File: src/rtl/delay_line_pkg.sv
// Shared constants and helpers for the delay_line block.
package delay_line_pkg;

  localparam int unsigned MAX_DEPTH = 64;

  // Bits needed to encode values 0..n-1.
  function automatic int unsigned clog2(input int unsigned n);
    int unsigned r;
    r = 0;
    for (int unsigned i = 0; i < 32; i++) begin
      if ((32'd1 << i) < n) r = i + 1;
    end
    return r;
  endfunction

endpackage

File: src/rtl/delay_line_fill.sv
// Fill counter for delay_line: counts ce edges since reset or a delay change
// and reports when the line holds eff valid samples.
module delay_line_fill #(
  parameter int DW = 4
) (
  input  logic          i_clk,
  input  logic          i_reset,
  input  logic          i_ce,
  input  logic [DW-1:0] i_eff,
  output logic          o_primed
);

  logic [DW-1:0] r_dly_q;
  logic [DW-1:0] r_count;
  logic          w_change;

  assign w_change = (i_eff != r_dly_q);

  always_ff @(posedge i_clk) begin
    if (i_reset) begin
      r_dly_q <= '0;
      r_count <= '0;
    end else begin
      r_dly_q <= i_eff;
      if (w_change)
        r_count <= '0;
      else if (i_ce && (r_count < i_eff))
        r_count <= r_count + 1'b1;
    end
  end

  // During a change cycle the count is already stale, so treat it as zero.
  assign o_primed = w_change ? (i_eff == '0) : (r_count >= i_eff);

endmodule

File: src/rtl/delay_line.sv
// Runtime-selectable delay line with zero-latency bypass and clamped delay.
// Define DELAY_LINE_PRIMED_EN to build the fill counter; otherwise primed is 1.
module delay_line
  import delay_line_pkg::*;
#(
  parameter int WIDTH = 1,
  parameter int DEPTH = 10,
  parameter int DW    = int'(clog2(unsigned'(DEPTH + 1)))
) (
  input  logic             clk,
  input  logic             reset,
  input  logic             ce,
  input  logic [DW-1:0]    dly,
  input  logic [WIDTH-1:0] d,
  output logic [WIDTH-1:0] q,
  output logic             primed
);

  if (DEPTH < 1 || DEPTH > int'(MAX_DEPTH)) begin : g_bad_depth
    $error("delay_line: DEPTH out of range 1..64");
  end

  localparam logic [DW-1:0] DEPTH_DW = DW'(DEPTH);

  logic [WIDTH-1:0] r_stage [DEPTH];
  logic [DW-1:0]    w_eff;

  assign w_eff = (dly > DEPTH_DW) ? DEPTH_DW : dly;

  always_ff @(posedge clk) begin
    if (reset) begin
      for (int unsigned k = 0; k < DEPTH; k++) r_stage[k] <= '0;
    end else if (ce) begin
      r_stage[0] <= d;
      for (int unsigned k = 1; k < DEPTH; k++) r_stage[k] <= r_stage[k-1];
    end
  end

  // eff=0 passes d straight through; eff=n selects stage n-1.
  always_comb begin
    q = d;
    for (int unsigned k = 0; k < DEPTH; k++) begin
      if (w_eff == DW'(k + 1)) q = r_stage[k];
    end
  end

`ifdef DELAY_LINE_PRIMED_EN
  delay_line_fill #(
    .DW(DW)
  ) u_fill (
    .i_clk    (clk),
    .i_reset  (reset),
    .i_ce     (ce),
    .i_eff    (w_eff),
    .o_primed (primed)
  );
`else
  assign primed = 1'b1;
`endif

endmodule

File: config.mk
export PLATFORM = sky130hd
export DESIGN_NAME = delay_line
export DESIGN_NICKNAME = d
export VERILOG_FILES = /design/src/rtl/delay_line_pkg.sv /design/src/rtl/delay_line_fill.sv /design/src/rtl/delay_line.sv
export SDC_FILE = /design/constraint.sdc
export NUM_CORES = 1
export LEC_CHECK = 0
export CORE_UTILIZATION = 35
export DETAILED_ROUTE_END_ITERATION = 12
export PLACE_DENSITY_LB_ADDON = 0.05
export SLEW_MARGIN = 20
export SYNTH_ARGS = -nofsm -noshare
export SYNTH_HDL_FRONTEND = slang
export SYNTH_SLANG_ARGS = --single-unit
File: constraint.sdc
create_clock -name clk -period 3 [get_ports clk]
set_clock_uncertainty 0.15 [all_clocks]
set_input_delay 0.6 -clock clk [delete_from_list [all_inputs] [get_ports clk]]
set_output_delay 0.6 -clock clk [all_outputs]
set_load 0.02 [all_outputs]
==> results of run 1 <==
metal layers:
| layer | part of all wire, % | vias up | wire length, um |
|---|---|---|---|
| li1 | - | 179 | - |
| met5 | 0 | - | 0 |
| met3 | 5.1 | 0 | 44 |
| met1 | 47 | 158 | 404 |
| met2 | 48 | 9 | 416 |
| met4 | 0 | 0 | 0 |
worst min-delay path by stage:
| stage | to | slack (ns) | startpoint | cells past startpoint |
|---|---|---|---|---|
| final | r_stage[4][1] | 0.41 | r_stage[4][0] | 1 |
| after global routing | r_stage[4][1] | 0.44 | r_stage[4][0] | 1 |
| after CTS | r_stage[4][1] | 0.42 | r_stage[4][0] | 1 |
| after detailed placement | r_stage[3][0] | 0.39 | r_stage[2][1] | 1 |
| after global placement | r_stage[2][0] | 0.39 | r_stage[1][1] | 1 |
| after floorplan | r_stage[3][0] | 0.37 | r_stage[2][1] | 1 |
cell families after synthesis:
| family | count (synthesis) |
|---|---|
| muxes | 3 |
| and+or+nand+nor | 22 |
| buffers and inverters | 2 |
| DFF | 10 |
| AOI/OAI and AO/OA | 5 |
| other | 1 |
cells in the mapped netlist:
cell type and count:
mux4_2 1, or2_2 1, buf_6 1, buf_4 1, o221ai_2 1, mux2i_1 2, a21oi_1 2, conb_1 1
nand2_1 3, nand3_1 2, nor3_1 1, nor2b_1 1, and2_1 10, edfxtp_1 10, o211ai_1 2, nor2_1 4
worst max-delay path, cell delays in order:
cell and delay, ns:
clkdlybuf4s50_1 0.50, mux4_2 0.51, nand2_1 0.10, o221ai_2 0.09, dlygate4sd2_1 0.33
report_power, final:
| group | internal [mW] | switching (mW) | total (mW) |
|---|---|---|---|
| combinational | 0.0218 | 0.0196 | 0.0414 |
| sequential | 0.163 | 0.00445 | 0.168 |
| clock | 0.0478 | 0.0411 | 0.0889 |
| total | 0.233 | 0.0651 | 0.298 |
area by class of cell:
type                    count  area [sq um]  area share [%]
flip-flops and latches     10           300            46.8
multi-input cells          31           203            31.6
repair buffers             10          93.8            14.6
clock buffers               3          22.5            3.51
well taps                  15          18.8            2.92
clock inverters             1          3.75           0.585
repair_timing:
item	in CTS	in global routing
resized for setup	1	0
hold buffers	0	0
endpoints found under the setup margin	1	0
through the flow:
stage          setup WS, ns  std cells
6_report              0.118         70
5_1_grt              0.0516         70
4_1_cts              0.0919         70
3_5_place_dp         -0.125         66
3_3_place_gp        -0.0944         66
2_1_floorplan         0.834         43
==> metrics.md, run 1 <==
| Metric | Value |
|---|---|
| Synth unique cells | 16 |
| Port Buf Inserts | 8 |
| WS Path Type | in -> out |
| Routed Antenna Nets | 0 |
| Post-CTS Setup Bufs | 0 |
| Setup TNS | 0 ns |
| Largest family of logic cells by synthesized area | simple AND/OR/NAND/NOR gates |
| Synth warnings | 0 |
| Endpoints failing setup | 0 |
| Syn Inst Count | 43 |
| Biggest regs | r_stage x10 |
| Total grt overflow | 0 |
| Final worst path period share | 96.1% |
| Final Total Pwr | 0.298 mW |
| # DRC | 0 |
| Met3 usage | 1.63% |
| Final Hold Violating Endpoints | 0 |
| Initial drt markers | 2 |
| DR WL/cell | 12.4 um |
| Worst R2R Path Depth | 1 |
| WP data required | 2.25 ns |
| Top Ports | 10 |
| Die H | 40.6 um |
| Fin nets | 64 |
| Worst Setup End Kind | output port |
| DPL Wire Length | 666 um |
| Final core utilization | 47.5% |
| Yosys top cell area share | 57.6% |
| Total Wirelength | 865 um |
| Clock slew at reported path FFs | 0.06 ns |
| Number of cell rows | 13 |
| Worst vdd ir | 0.261 mV |
| RSZ-0062 raised after global routing | no |
| Reg-to-reg critical path startpoint | r_stage[3][0] |
| Crit path max fanout | 2 |
| Power density over the cells | 464 nW/um^2 |
| Adder-Cell Fraction of Synth Area | 0% |
| Most frequent cells in the layout | 10 x and2_1, 10 x edfxtp_1, 7 x clkdlybuf4s50_1, 4 x nor2_1 |
| Seq/Total Area, Yosys | 57.6% |
| Die area | 1650 sq um |
| Worst Hold Class | reg -> reg |
| Vias | 346 |
| Global routing's busiest layer | met2 |
| Multiplexer share of the synthesized area | 8.15% |
| Clock root cell | clkbuf_4 |
| Status | finished, final reports clean |
| Clk Latency, worst-skew pair | 0.26 ns |
| Largest net degree at the start of global routing | 11 |
| Placed inst area | 617 sq um |
| Initial antenna violation count | 0 |
| Fraction of synthesized cell area in xor and xnor cells | 0% |
| Area Growth Syn to Fin | 23.0% |
| Layout cell share with drive strength beyond 1 | 14.5% |
| Fin Hold WS | 0.411 ns |
| Synth Area in Simple Gates | 22.3% |
| R2r endpoint | r_stage[3][1] |
| Final instance area | 642 sq um |
| Synth Area per Inst | 12.1 sq um |
| Synth Register Bits | 10 |
| GP Congestion | 0.678 |
| R2r setup slk | 2.03 ns |
| Die Wd | 40.6 um |
| Routing usage on met2 | 20.6% |
| CTS tree | built |
| Max FFs per register | 10 |
| Worst setup path start | dly[0] |
| GRT Total Usage | 13.8% |
| Ant diodes | 0 |
| Crit path arrival time | 2.13 ns |
| CTS Buf Count | 3 |
| Max cap viols | 0 |
| Complex-gate fraction of the synthesized area | 7.67% |
| Max-slew violation count | 0 |
| Met1 Use GR | 18.2% |
| Top reg by flops | r_stage |
| Via density | 4.94 |
| Synthesized area | 522 sq um |
| Crit start category | input pin |
| Fill cell count | 132 |
| Sink Count | 10 |
| First-pass GRT wire length | 1.41 mm |
| Largest cells by area after synthesis | edfxtp_1 58%, and2_1 12%, mux4_2 4.3% |
| TritonRoute pass-1 iters | 4 |
| Period minus WS final | 2.88 ns |
| Area leader, netlist | edfxtp_1 |
| Fmax | 347 MHz |
| H-tree levels | 1 |
| Core Region | 1350 sq um |
| Leakage Power | 0.249 nW |
| CTS Buffer Depth | 2 |
| Initial core utilization | 38.6% |
| CP endpoint | q |
| Net count after synthesis | 51 |
| Vias in the first global route | 313 |
No activity file was read; power rests on OpenSTA's default activity.
==> run 2, diff against run 1 <==
--- a/config.mk
+++ b/config.mk
@@ -6,6 +6,7 @@
 export NUM_CORES = 1
 export LEC_CHECK = 0
 export CORE_UTILIZATION = 35
+export CTS_CLUSTER_DIAMETER = 80
 export DETAILED_ROUTE_END_ITERATION = 12
 export PLACE_DENSITY_LB_ADDON = 0.05
 export SLEW_MARGIN = 20
==> results of run 2 <==
Final layout, timing and power as in run 1 (identical DEF).
==> run 3, diff against run 2 <==
--- a/config.mk
+++ b/config.mk
@@ -8,6 +8,7 @@
 export CORE_UTILIZATION = 35
 export CTS_CLUSTER_DIAMETER = 80
 export DETAILED_ROUTE_END_ITERATION = 12
+export MAX_ROUTING_LAYER = met4
 export PLACE_DENSITY_LB_ADDON = 0.05
 export SLEW_MARGIN = 20
 export SYNTH_ARGS = -nofsm -noshare
==> results of run 3 <==
Final layout, timing and power as in run 1 (identical DEF).
Among the figures that moved: final weighted congestion in routability-driven placement 0.678 -> 0.685; overall routing resource usage 13.8% -> 14.1%
